==> config.mk <==
export PLATFORM = sky130hd
export DESIGN_NAME = block_check_scheduler
export DESIGN_NICKNAME = d
export VERILOG_FILES = /design/src/rtl/block_check_scheduler_pkg.sv /design/src/rtl/block_line_buf.sv /design/src/rtl/block_check_scheduler.sv
export SDC_FILE = /design/constraint.sdc
export NUM_CORES = 1
export LEC_CHECK = 0
export CORE_MARGIN = 8
export CORE_UTILIZATION = 47
export DETAILED_ROUTE_END_ITERATION = 6
export SKIP_LAST_GASP = 1
export SLEW_MARGIN = 0
export SYNTH_ARGS = -nofsm -noshare
export SYNTH_HDL_FRONTEND = slang
export SYNTH_SLANG_ARGS = --single-unit
==> constraint.sdc <==
create_clock -name clk -period 3.3 [get_ports clk]
set_input_delay 0.495 -clock clk [delete_from_list [all_inputs] [get_ports clk]]
set_output_delay 0.495 -clock clk [all_outputs]
set_load 0.03 [all_outputs]
==> src/rtl/block_check_scheduler_pkg.sv <==
`default_nettype none
// ============================================================================
// Module   : block_check_scheduler_pkg
// Brief    : Shared types and constants for the keyword-checker scheduler.
// Revision : 1.0 - initial release
// ============================================================================
package block_check_scheduler_pkg;

    // Line-buffer depth used when the instantiating parent does not override it.
    localparam int DEFAULT_MAX_LEN = 64;

    // Idle filler fed to the checker whenever no message char is streaming.
    localparam logic [7:0] CHAR_SPACE = 8'h20;

    typedef enum logic [2:0] {
        IDLE   = 3'd0,
        LOAD   = 3'd1,
        CLEAR  = 3'd2,
        STREAM = 3'd3,
        SETTLE = 3'd4,
        RESP   = 3'd5
    } state_t;

    // Round-robin pick: a lone requester wins outright; on a conflict the
    // requester that was not served last time wins.
    function automatic logic pick_grant(input logic v0, input logic v1,
                                        input logic last_grant);
        if (v0 && v1) begin
            return ~last_grant;
        end
        return v1;
    endfunction

endpackage
`default_nettype wire

==> src/rtl/block_line_buf.sv <==
`default_nettype none
// ============================================================================
// Module   : block_line_buf
// Brief    : Message line buffer, synchronous write / combinational read.
//            Contents are intentionally not reset.
// Revision : 1.0 - initial release
// ============================================================================
module block_line_buf
    import block_check_scheduler_pkg::*;
#(
    parameter int DEPTH = DEFAULT_MAX_LEN,
    parameter int AW    = $clog2(DEPTH)
) (
    input  logic          clk,
    input  logic          we,
    input  logic [AW-1:0] waddr,
    input  logic [7:0]    wdata,
    input  logic [AW-1:0] raddr,
    output logic [7:0]    rdata
);

    logic [7:0] mem [DEPTH];

    // Store one accepted message byte per handshake.
    always_ff @(posedge clk) begin
        if (we) begin
            mem[waddr] <= wdata;
        end
    end

    assign rdata = mem[raddr];

endmodule
`default_nettype wire

==> src/rtl/block_check_scheduler.sv <==
`default_nettype none
// ============================================================================
// Module   : block_check_scheduler
// Brief    : Shares one begin/end keyword checker between two byte-stream
//            requesters. A whole message is buffered, the checker is cleared,
//            the message is replayed without bubbles and the sampled verdict
//            is returned over a valid/ready response channel.
// Revision : 1.0 - initial release
// ============================================================================
module block_check_scheduler
    import block_check_scheduler_pkg::*;
#(
    parameter int MAX_LEN = DEFAULT_MAX_LEN,
    parameter int AW      = $clog2(MAX_LEN)
) (
    input  logic          clk,
    input  logic          reset,
    input  logic [7:0]    src0_data,
    input  logic          src0_valid,
    input  logic          src0_last,
    output logic          src0_ready,
    input  logic [7:0]    src1_data,
    input  logic          src1_valid,
    input  logic          src1_last,
    output logic          src1_ready,
    output logic [7:0]    chk_in,
    output logic          chk_rst,
    input  logic          chk_result,
    output logic          rsp_valid,
    input  logic          rsp_ready,
    output logic          rsp_id,
    output logic          rsp_pass,
    output logic          rsp_err,
    output logic [AW:0]   rsp_len,
    output logic          busy
);

    localparam logic [AW:0] LEN_MAX = (AW+1)'(MAX_LEN);
    localparam logic [AW:0] LEN_ONE = (AW+1)'(1);

    state_t      state;
    state_t      state_nxt;
    logic        grant;
    logic        last_grant;
    logic [AW:0] wptr;
    logic [AW:0] rptr;
    logic        ovf;

    logic [7:0]  sel_data;
    logic        sel_valid;
    logic        sel_last;
    logic        load_hs;
    logic        room;
    logic        any_valid;
    logic        buf_we;
    logic [7:0]  buf_rdata;

    // Only the granted requester's byte lane matters while loading.
    assign sel_data  = grant ? src1_data  : src0_data;
    assign sel_valid = grant ? src1_valid : src0_valid;
    assign sel_last  = grant ? src1_last  : src0_last;

    // Ready is a pure function of state/grant, so valid alone marks a handshake.
    assign load_hs   = (state == LOAD) && sel_valid;
    assign room      = (wptr < LEN_MAX);
    assign any_valid = src0_valid || src1_valid;
    assign buf_we    = load_hs && room;

    assign rsp_id  = grant;
    assign rsp_len = wptr;
    assign busy    = (state != IDLE);

    block_line_buf #(
        .DEPTH (MAX_LEN),
        .AW    (AW)
    ) u_line_buf (
        .clk   (clk),
        .we    (buf_we),
        .waddr (wptr[AW-1:0]),
        .wdata (sel_data),
        .raddr (rptr[AW-1:0]),
        .rdata (buf_rdata)
    );

    // State register.
    always_ff @(posedge clk or negedge reset) begin
        if (!reset) begin
            state <= IDLE;
        end else begin
            state <= state_nxt;
        end
    end

    // Next-state decode and per-state outputs toward requesters and checker.
    always_comb begin
        state_nxt  = state;
        src0_ready = 1'b0;
        src1_ready = 1'b0;
        chk_in     = CHAR_SPACE;
        chk_rst    = 1'b0;
        rsp_valid  = 1'b0;
        case (state)
            IDLE: begin
                if (any_valid) begin
                    state_nxt = LOAD;
                end
            end
            LOAD: begin
                src0_ready = ~grant;
                src1_ready = grant;
                if (sel_valid && sel_last) begin
                    // A cancelled final write also counts as an overflow.
                    state_nxt = (ovf || !room) ? RESP : CLEAR;
                end
            end
            CLEAR: begin
                chk_rst   = 1'b1;
                state_nxt = STREAM;
            end
            STREAM: begin
                chk_in = buf_rdata;
                if ((rptr + LEN_ONE) == wptr) begin
                    state_nxt = SETTLE;
                end
            end
            SETTLE: begin
                state_nxt = RESP;
            end
            RESP: begin
                rsp_valid = 1'b1;
                if (rsp_ready) begin
                    state_nxt = IDLE;
                end
            end
            default: begin
                state_nxt = IDLE;
            end
        endcase
    end

    // Grant, buffer pointers, overflow flag and verdict registers.
    always_ff @(posedge clk or negedge reset) begin
        if (!reset) begin
            grant      <= 1'b0;
            last_grant <= 1'b1;
            wptr       <= '0;
            rptr       <= '0;
            ovf        <= 1'b0;
            rsp_pass   <= 1'b0;
            rsp_err    <= 1'b0;
        end else begin
            case (state)
                IDLE: begin
                    if (any_valid) begin
                        grant    <= pick_grant(src0_valid, src1_valid, last_grant);
                        wptr     <= '0;
                        ovf      <= 1'b0;
                        rsp_pass <= 1'b0;
                        rsp_err  <= 1'b0;
                    end
                end
                LOAD: begin
                    if (load_hs) begin
                        if (room) begin
                            wptr <= wptr + LEN_ONE;
                        end else begin
                            ovf <= 1'b1;
                        end
                        if (sel_last && (ovf || !room)) begin
                            rsp_err  <= 1'b1;
                            rsp_pass <= 1'b0;
                        end
                    end
                end
                CLEAR: begin
                    rptr <= '0;
                end
                STREAM: begin
                    rptr <= rptr + LEN_ONE;
                end
                SETTLE: begin
                    // Checker now sees a space after the final char.
                    rsp_pass <= chk_result;
                end
                RESP: begin
                    if (rsp_ready) begin
                        last_grant <= grant;
                    end
                end
                default: begin
                end
            endcase
        end
    end

endmodule
`default_nettype wire

==> impl_metrics.py, run 1 <==
metrics = {
    "outcome": {
        "failed_checks": "setup timing",
        "outcome": "finished, violations left",
    },
    "floorplan": {
        "die_x_um": 230,
        "die_area_um2": 52900,
        "rows": 78,
        "core_area_um2": 45300,
        "die_h_um": 230,
        "start_util": 0.476,
        "ioPinCount": 47,
    },
    "synthesis": {
        "synthFlopType": "edfxtp_1",
        "yosysSeqAreaShare": 0.739,
        "synth_edf_count": 512,
        "synth_area_leader_cell": "edfxtp_1",
        "yosysUniqueCellTypes": 59,
        "synthesis.instances": 1081,
        "yosysWarnings": 0,
        "synth.area.top_cells": "edfxtp_1, mux4_2, mux4_1",
        "ys_async_sr_fraction": 0.0412,
        "synth_fp_nets": 1107,
        "netlist_area_um2": 21500,
        "synth_top_area_frac": 0.714,
        "ys_ff_latch": 534,
        "postSynthAreaPerCell_um2": 19.9,
    },
    "clock_network": {
        "insertion_delay_ps": 600,
        "clk_pin_slew_ps": 60,
        "cts_buffers": 54,
        "cts_sinks": 534,
        "hold_buffers": 0,
        "cts_max_level": 2,
        "clockBufferDepth": 3,
        "cts_tree": "yes",
        "root_buffer": "clkbuf_16",
    },
    "setup_path": {
        "reg2regPathDepth": 9,
        "start_kind": "register",
        "endpoint_kind": "primary output",
        "arrival_ps": 3060,
        "crit_type": "reg -> out",
        "critPathMaxFanout": 7,
        "r2r_start": "state[2]",
        "crit_start": "rptr[0]",
        "regToRegSetupSlack_ps": 710,
        "crit_required_ps": 2800,
    },
    "grt": {
        "grt_max_degree": 65,
        "use_met2": 0.320,
        "grtUsageMet3": 0.0387,
        "grt_pass1_vias": 11300,
        "overflow": 0,
        "grt_use_total": 0.202,
        "met1_usage": 0.282,
        "antenna_found_initial": 0,
        "grt_pass1_wl_mm": 78.2,
        "top_usage_layer": "met2",
    },
    "placement": {
        "routabilityCongestion": 0.836,
        "hpwl_mm": 33.8,
        "port_buffers": 46,
        "placed_cell_area_um2": 23600,
    },
    "detailed_routing": {
        "vias": 11200,
        "dr.first_iter.drc_count": 1237,
        "drc": 0,
        "first_pass_iters": 5,
        "detail-route-antenna-nets": 0,
        "via_per_inst": 5.80,
        "wirelength_mm": 53.6,
        "wl_per_cell_um": 27.8,
    },
    "cells_and_area": {
        "design_area_um2": 25900,
        "fill_cells": 3404,
        "antenna-diode-count": 0,
        "area_growth_pct": 20.5,
        "drive_gt1_frac": 0.319,
        "fin_nets": 1308,
    },
    "timing": {
        "finalSetupViolCount": 8,
        "period_share": 1.08,
        "hold_viol_final": 0,
        "setup_slack_ps": -256,
        "timing.slew.headroom": 0.241,
        "fin_crit_ps": 3560,
        "drv_slew": 0,
        "rsz0062_at_grt": "yes",
        "fin_skew_ps": 24.8,
        "max_freq_mhz": 281,
        "tightest_slew_ps": 1140,
    },
    "hold_path": {
        "holdCritPathClass": "in -> async",
    },
    "run": {
        "maxCapViolCount": 0,
    },
    "power": {
        "power_w": 0.0203,
        "power-per-cell-area_nw_per_um2": 784,
        "power_leakage_nw": 8.49,
        "vdd_drop_max_uv": 728,
    },
}
[area by class of cell]
| cell class | count | area, um^2 | area share |
|---|---|---|---|
| inverters | 4 | 15.0 | 0.000579 |
| clock buffers | 71 | 1450 | 0.0557 |
| flip-flops and latches | 534 | 15900 | 0.614 |
| clock inverters | 28 | 287 | 0.0110 |
| multi-input cells | 481 | 5420 | 0.209 |
| well taps | 600 | 751 | 0.0289 |
| repair buffers | 207 | 2100 | 0.0808 |
[flip-flops by register name, indices dropped and copies added (netlist names)]
name	flops
rsp_len	7
ovf	1
rsp_id	1
rptr	7
last_grant	1
u_line_buf.mem	512
state	3
rsp_pass	1
rsp_err	1
[metrics by stage]
stage | worst slack [ps] | hold slack [ps] | util | setup TNS [ps] | cells
global route | -326 | 344 | 0.573 | -2080 | 1925
global placement | 65.8 | 487 | 0.521 | 0 | 1801
detailed placement | 33.0 | 494 | 0.521 | 0 | 1801
finish | -256 | 301 | 0.573 | -1560 | 1925
CTS | -285 | 285 | 0.570 | -1820 | 1920
floorplan | 619 | 199 | - | 0 | 1081
[layer usage]
metal,vias to the layer above,share of wire
met5,-,0
met4,0,0.028
met3,82,0.068
met2,409,0.47
met1,5826,0.43
li1,4839,-
[critical path: stages, from the launching register on]
cell	delay, ps
dfrtp_4	470
buf_12	160
buf_12	130
mux4_2	510
mux4_2	560
a221o_1	450
buf_12	180
[cell usage in the layout (no fill, tap or decap), types with 7 or more instances in the layout]
master,n
edfxtp_1,512
buf_4,136
mux4_2,119
nor2_1,96
clkbuf_16,55
nand2_1,52
clkdlybuf4s50_1,38
buf_12,21
mux4_1,19
dfrtp_1,19
clkbuf_1,15
a21oi_1,13
mux2_2,13
clkinv_2,12
mux2i_1,11
o21ai_0,10
xnor2_1,10
and2_1,9
nor2b_1,8
clkinv_1,8
nor3_1,7
mux2i_2,7
buf_16,7
[power by group]
part	total (W)	leakage [nW]	internal, W	switching, W
logic	0.00605	2.75	0.00275	0.00330
clock network	0.00604	0.852	0.00354	0.00250
registers	0.00826	4.89	0.00810	0.000154
total	0.0203	8.49	0.0144	0.00595
[kinds of logic (layout without fill, tap and decap cells)]
| kind of cell | count (synthesis) | count (layout) | share of synthesized area |
|---|---|---|---|
| adders and majority gates | 2 | 2 | 0.00116 |
| DFF | 534 | 534 | 0.739 |
| muxes | 170 | 170 | 0.164 |
| AOI/OAI and AO/OA | 77 | 77 | 0.0253 |
| xor gates and xnor gates | 16 | 16 | 0.00651 |
| buffers and inverters | 66 | 310 | 0.0180 |
| and+or+nand+nor | 216 | 216 | 0.0452 |
[worst paths after layout]
kind | endpoint
setup / recovery | chk_in[2]
hold / removal | rptr[2]
setup reg to reg | u_line_buf.mem[31][6]
hold reg to reg | rsp_pass
max in group asynchronous | last_grant
min in group clk | rsp_pass
[synthesized netlist by cell type, types with 2 or more instances]
| library cell | n |
|---|---|
| a2111oi_0 | 6 |
| a2111oi_2 | 2 |
| a211o_1 | 2 |
| a211oi_1 | 5 |
| a21o_1 | 2 |
| a21oi_1 | 15 |
| a221o_1 | 2 |
| a22o_1 | 2 |
| a22oi_1 | 3 |
| a31oi_1 | 3 |
| and2_1 | 9 |
| and3_1 | 3 |
| buf_1 | 6 |
| buf_12 | 2 |
| buf_2 | 14 |
| buf_4 | 4 |
| buf_6 | 7 |
| buf_8 | 2 |
| clkbuf_1 | 27 |
| dfrtp_1 | 21 |
| edfxtp_1 | 512 |
| ha_1 | 2 |
| inv_1 | 3 |
| mux2_2 | 13 |
| mux2i_1 | 19 |
| mux4_1 | 26 |
| mux4_2 | 112 |
| nand2_1 | 52 |
| nand2b_1 | 4 |
| nand3_1 | 7 |
| nand3b_1 | 5 |
| nand4_1 | 4 |
| nor2_1 | 101 |
| nor2b_1 | 8 |
| nor3_1 | 8 |
| nor4_1 | 4 |
| o21ai_0 | 13 |
| o21ai_1 | 2 |
| o221ai_1 | 4 |
| o22ai_1 | 6 |
| o31ai_1 | 2 |
| or3_1 | 6 |
| xnor2_1 | 10 |
| xor2_1 | 6 |
[repair_timing]
item | 4_1_cts | 5_1_grt
buffers inserted | 15 | 5
setup endpoints to repair | 8 | 8
cloned | 5 | 0
resized for setup | 56 | 17
pin swaps | 14 | 8
No activity file was read; power rests on OpenSTA's default activity.
==> run 2: changes to the inputs <==
--- a/config.mk
+++ b/config.mk
@@ -9,4 +9,5 @@
 export CORE_UTILIZATION = 47
 export DETAILED_ROUTE_END_ITERATION = 6
+export GPL_TIMING_DRIVEN = 0
 export SKIP_LAST_GASP = 1
 export SLEW_MARGIN = 0
==> constraint.sdc (replaced) <==
create_clock -name clk -period 3.3 [get_ports clk]
set_input_delay 0.495 -clock clk [delete_from_list [all_inputs] [get_ports clk]]
set_output_delay 0.495 -clock clk [all_outputs]
set_load 0.05 [all_outputs]
==> run 2 against run 1 <==
Clock power rose by 0.7%. Routed wire length rose by 5.6%. The flow still finishes with violations (setup timing). Critical path depth rose by 2. Critical endpoint is now chk_in[3]. Combinational power rose by 6.6%. Sequential share of layout area rose by 1.5 points. Utilization fell by 1.4 points. Count of clock-buffer cells in the layout did not move. Maximum frequency fell by 2.5%. Clock skew barely moved. Highest routed layer unchanged. Flip-flop and latch count did not move.
==> impl_metrics.py, run 2 (synthesis results as in run 1) <==
metrics = {
    "floorplan": {
        "ioPinCount": 47,
        "die_x_um": 230,
        "start_util": 0.476,
        "core_area_um2": 45300,
        "die_area_um2": 52900,
        "die_h_um": 230,
        "rows": 78,
    },
    "detailed_routing": {
        "first_pass_iters": 5,
        "drc": 0,
        "wirelength_mm": 56.5,
        "via_per_inst": 6.15,
        "wl_per_cell_um": 30.8,
        "dr.first_iter.drc_count": 1363,
        "vias": 11300,
        "detail-route-antenna-nets": 0,
    },
    "cells_and_area": {
        "area_growth_pct": 17.5,
        "largest-register": "u_line_buf.mem",
        "antenna-diode-count": 0,
        "drive_gt1_frac": 0.298,
        "largest_reg_flops": 512,
        "multiInputGateArea_um2": 5610,
        "instances_no_fill": 1837,
        "seqCellArea_um2": 15900,
        "fill_cells": 3458,
        "fin_nets": 1222,
        "layout_common_cells": "edfxtp_1, mux4_2, nor2_2, clkbuf_16, nor2_1",
        "final_common_cell": "edfxtp_1",
        "fin_util": 0.559,
    },
    "setup_path": {
        "critPathMaxFanout": 10,
        "arrival_ps": 3150,
        "start_kind": "register",
        "endpoint_kind": "primary output",
        "crit_required_ps": 2800,
        "crit_type": "reg -> out",
    },
    "clock_network": {
        "clk_pin_slew_ps": 70,
        "insertion_delay_ps": 600,
        "root_buffer": "clkbuf_16",
        "cts_sinks": 534,
        "clockBufferDepth": 3,
        "cts_max_level": 2,
        "cts_tree": "yes",
        "cts_buffers": 52,
    },
    "power": {
        "power_leakage_nw": 7.97,
        "vdd_drop_max_uv": 791,
        "power-per-cell-area_nw_per_um2": 820,
    },
    "grt": {
        "grt_pass1_wl_mm": 81.3,
        "overflow": 0,
        "grt_use_total": 0.213,
        "grt_pass1_vias": 11200,
        "antenna_found_initial": 0,
        "grt_max_degree": 65,
    },
    "timing": {
        "timing.slew.headroom": 0.0907,
        "drv_slew": 0,
        "period_share": 1.11,
        "fin_skew_ps": 25.1,
        "fin_crit_ps": 3650,
        "rsz0062_at_grt": "yes",
        "setup_slack_ps": -349,
        "hold_viol_final": 0,
        "tightest_slew_ps": 1360,
        "finalSetupViolCount": 8,
        "max_freq_mhz": 274,
    },
    "placement": {
        "port_buffers": 46,
        "routabilityCongestion": 0.949,
        "pre_cts_slack_ps": -1360,
        "post-place-cells": 1727,
        "hpwl_mm": 35.1,
    },
    "outcome": {
        "failed_checks": "setup timing",
        "outcome": "finished, violations left",
    },
    "run": {
        "maxCapViolCount": 0,
    },
    "hold_path": {
        "holdCritPathClass": "in -> async",
    },
}
run 2: changes by cell type in the layout (fill, tap and decap cells not counted), moves of 6 or more:
cell / change
buf_4: -121
nor2_2: +50
nor2_1: -49
clkbuf_1: +17
buf_6: +12
buf_12: -11
clkbuf_2: +9
clkinv_2: -6
nand2_1: -6
nand2_2: +6
run 2: through the flow:
step / total power [W] / hold slack, ps / TNS [ps] / instance area (um^2)
final: 0.0208 / 466 / -2600 / 25300
after global routing: 0.0213 / 497 / -3900 / 25300
after CTS: 0.0208 / 461 / -23120 / 25200
after detailed placement: 0.0139 / 497 / -118680 / 22800
after global placement: 0.0139 / 485 / -104700 / 22800
after floorplan: 0.0118 / 199 / 0 / 21500
run 2: layout make-up:
cell class	instances	share of cell area
Buffer	61	0.0235
Clock buffer	71	0.0555
Clock inverter	24	0.0128
Inverter	4	0.000643
Multi-Input combinational cell	481	0.221
Sequential cell	534	0.629
Tap cell	600	0.0297
Timing Repair Buffer	62	0.0272
run 2: worst paths after layout:
kind	to	cells after the start	slack, ps	start
min in group clk	rsp_pass	3	470	chk_result
worst max register to register	u_line_buf.mem[47][0]	7	70	state[1]
worst min-delay path	rptr[2]	1	470	reset
max in group asynchronous	rptr[0]	1	2120	reset
worst min register to register	rsp_pass	2	500	rsp_pass
worst max-delay path	chk_in[3]	8	-350	rptr[0]
run 2: critical path, stage by stage (launching register included):
cell and delay (ps):
dfrtp_2 390, buf_12 160, buf_16 160, buf_12 190
mux4_1 610, mux4_2 530, o211ai_2 200, nand2_2 130
buf_8 170
run 2: where the power goes:
group / switching, W / leakage, nW / internal [W]
Clock: 0.00248 / 0.833 / 0.00360
Combinational: 0.00387 / 2.24 / 0.00258
Sequential: 0.0000933 / 4.89 / 0.00812
run 2: timing repair:
| action | 4_1_cts | 5_1_grt |
|---|---|---|
| cloned | 2 | 0 |
| gates resized for setup | 202 | 51 |
| endpoints found under the setup margin | 257 | 417 |
| hold buffers | 0 | 0 |
| pin swaps | 9 | 9 |
| buffers inserted | 15 | 0 |
run 2: routing by layer:
layer,vias up,global-route usage,part of all wire
li1,4676,-,-
met1,5990,0.307,0.43
met2,524,0.319,0.46
met3,111,0.0456,0.077
met4,0,0.0792,0.038
met5,-,0,0
==> run 3: changes to the inputs <==
CAP_MARGIN = 10   (was unset)
SYNTH_HIERARCHICAL = 1   (was unset)
==> run 3 against run 2 <==
The flow still finishes with violations (setup timing). First-iteration DRC count fell by 5.2%. Final area up 1.2%. Combinational power increased by 16%. Global-route usage down 0.96 points. Sequential share of layout area shrank 0.75 points. Worst hold slack better by 16 ps. Register-to-register slack got worse by 110 ps. Power up 4.1%. Critical endpoint is now chk_in[5]. Largest cell class unchanged. Largest power group unchanged.
==> impl_metrics.py, run 3 <==
metrics = {
    "outcome": {
        "outcome": "finished, violations left",
        "failed_checks": "setup timing",
    },
    "cells_and_area": {
        "layout_common_cells": "edfxtp_1, mux4_2, clkbuf_16, nor2_1, clkdlybuf4s50_1",
        "fin_nets": 1263,
        "area_growth_pct": 18.6,
        "final_common_cell": "edfxtp_1",
        "drive_gt1_frac": 0.314,
        "largest-register": "u_line_buf/mem",
        "largest_reg_flops": 512,
    },
    "setup_path": {
        "regToRegSetupSlack_ps": -40,
        "reg2regPathDepth": 6,
        "r2r_start": "state[0]",
        "worstReg2RegEnd": "u_line_buf/mem[44][3]",
        "critPathMaxFanout": 7,
        "crit_type": "reg -> out",
        "arrival_ps": 3340,
        "crit_required_ps": 2800,
        "endpoint_kind": "primary output",
        "start_kind": "register",
        "crit_start": "rptr[0]",
    },
    "floorplan": {
        "core_area_um2": 45400,
        "start_util": 0.476,
        "die_area_um2": 53100,
        "ioPinCount": 47,
        "die_h_um": 230,
        "rows": 78,
        "die_x_um": 230,
    },
    "timing": {
        "max_freq_mhz": 261,
        "period_share": 1.16,
        "drv_slew": 0,
        "finalSetupViolCount": 32,
        "setup_tns_ps": -4390,
        "tightest_slew_ps": 1070,
        "fin_skew_ps": 15.0,
        "setup_slack_ps": -538,
        "rsz0062_at_grt": "yes",
        "fin_crit_ps": 3840,
        "hold_viol_final": 0,
        "timing.slew.headroom": 0.287,
    },
    "power": {
        "p_seq_frac": 0.387,
        "swShare": 0.329,
        "p_sw_w": 0.00711,
        "vdd_drop_max_uv": 560,
        "intPower_w": 0.0145,
        "power_w": 0.0216,
        "power_leakage_nw": 8.06,
        "power.share.clock": 0.267,
        "comb_power_share": 0.346,
        "power-per-cell-area_nw_per_um2": 843,
    },
    "grt": {
        "grt_max_degree": 65,
        "overflow": 0,
        "grt_pass1_vias": 11500,
        "grt_use_total": 0.204,
        "grt_pass1_wl_mm": 78.6,
        "antenna_found_initial": 2,
    },
    "synthesis": {
        "ys_async_sr_fraction": 0.0412,
        "synth.area.top_cells": "edfxtp_1, mux4_2, dfrtp_1",
        "synth_adder_area_share": 0.00116,
        "synth_edf_count": 512,
        "postSynthAreaPerCell_um2": 19.5,
        "ys_ff_latch": 534,
        "synth_fp_nets": 1135,
        "yosysSeqAreaShare": 0.737,
        "synth_area_leader_cell": "edfxtp_1",
        "synth-compound-area-share": 0.0312,
        "yosysUniqueCellTypes": 69,
        "synth-simple-area-share": 0.0525,
        "netlist_area_um2": 21600,
        "yosysWarnings": 6,
        "synthMuxAreaShare": 0.156,
        "synthFlopType": "edfxtp_1",
        "synth_top_area_frac": 0.712,
        "synthesis.instances": 1109,
        "synth_top_family_by_area": "multiplexers",
        "synth_most_common_cell": "edfxtp_1",
        "synth_xor_area_frac": 0.00446,
        "ys_top_cells_by_count": "edfxtp_1, mux4_2, nor2_1, nand2_1, mux2i_1",
    },
    "run": {
        "maxCapViolCount": 0,
    },
    "clock_network": {
        "cts_tree": "yes",
        "clk_pin_slew_ps": 60,
        "cts_buffers": 54,
        "insertion_delay_ps": 590,
        "clockBufferDepth": 3,
        "cts_sinks": 534,
        "cts_max_level": 2,
        "root_buffer": "clkbuf_16",
    },
    "detailed_routing": {
        "first_pass_iters": 6,
        "dr.first_iter.drc_count": 1292,
        "wl_per_cell_um": 28.8,
        "wirelength_mm": 54.2,
        "vias": 11500,
        "drc": 0,
        "via_per_inst": 6.10,
        "detail-route-antenna-nets": 0,
    },
    "hold_path": {
        "holdCritPathClass": "in -> async",
    },
    "placement": {
        "pre_cts_slack_ps": -1440,
        "routabilityCongestion": 0.893,
        "hpwl_mm": 34.5,
        "port_buffers": 46,
    },
}
## run 3: cell count changes after synthesis, moves of 10 or more
cell,delta
mux4_1,-26
buf_4,+10
nand2_1,-15
nand3_1,+12
mux4_2,+14
## run 3: worst max path at each step
stage          cells after the start         to
2_1_floorplan                      7  chk_in[5]
3_3_place_gp                      11  chk_in[5]
3_5_place_dp                      11  chk_in[5]
4_1_cts                            9  chk_in[5]
5_1_grt                           10  chk_in[5]
6_report                           8  chk_in[5]
## run 3: cell families (layout without fill, tap and decap cells)
logic type               Yosys count  count (layout)
buffers and inverters             64             234
AO/OA/AOI/OAI                     90              90
XOR/XNOR                          11              11
adder cells (fa/ha/maj)            2               2
AND/OR/NAND/NOR                  232             232
other                              0               1
multiplexers                     176             176
flip-flops                       534             534
## run 3: area by class of cell
| type | instances | area [um^2] |
|---|---|---|
| fillers | 3426 | 19800 |
| flip-flops and latches | 534 | 15900 |
| multi-input cells | 511 | 5850 |
| clock buffers | 68 | 1470 |
| repair buffers | 73 | 771 |
| well taps | 600 | 751 |
| plain buffers | 61 | 641 |
| clock inverters | 30 | 199 |
| inverters | 2 | 7.51 |
| diodes | 1 | 2.50 |
## run 3: worst max-delay path: stages (launching register included)
cell	delay (ps)
dfrtp_2	460
buf_12	170
buf_16	140
mux4_2	530
mux4_2	540
o21ai_2	160
o41ai_2	140
or3_1	420
buf_6	170
## run 3: power by group through the flow
stage                     combinational, W  sequential (W)  clock (W)
after CTS                          0.00722         0.00838    0.00591
after floorplan                    0.00408         0.00854          0
after global placement             0.00635         0.00851          0
final                              0.00748         0.00835    0.00577
after detailed placement           0.00641         0.00852          0
after global routing               0.00783         0.00837    0.00612
## run 3: metrics by stage
step                      cells   util  hold slack [ps]  instance area [um^2]
after floorplan            1109      -              199                 21600
after global placement     1755  0.503              483                 22800
after detailed placement   1757  0.503              494                 22800
after CTS                  1868  0.557              478                 25300
after global routing       1880  0.565              529                 25600
final                      1880  0.565              481                 25600
## run 3: metal layers
metal,global-route usage,vias to the layer above,wire (um)
met5,0,-,0
met4,0.0661,0,1390
met3,0.0424,75,4130
met2,0.329,496,26400
met1,0.277,6072,22300
li1,-,4821,-
## run 3: timing repair
action | 4_1_cts | 5_1_grt
gates resized for setup | 227 | 34
pin swaps | 5 | 1
setup buffers | 13 | 5
endpoints found under the setup margin | 515 | 249
cloned | 0 | 0
hold buffers | 0 | 0
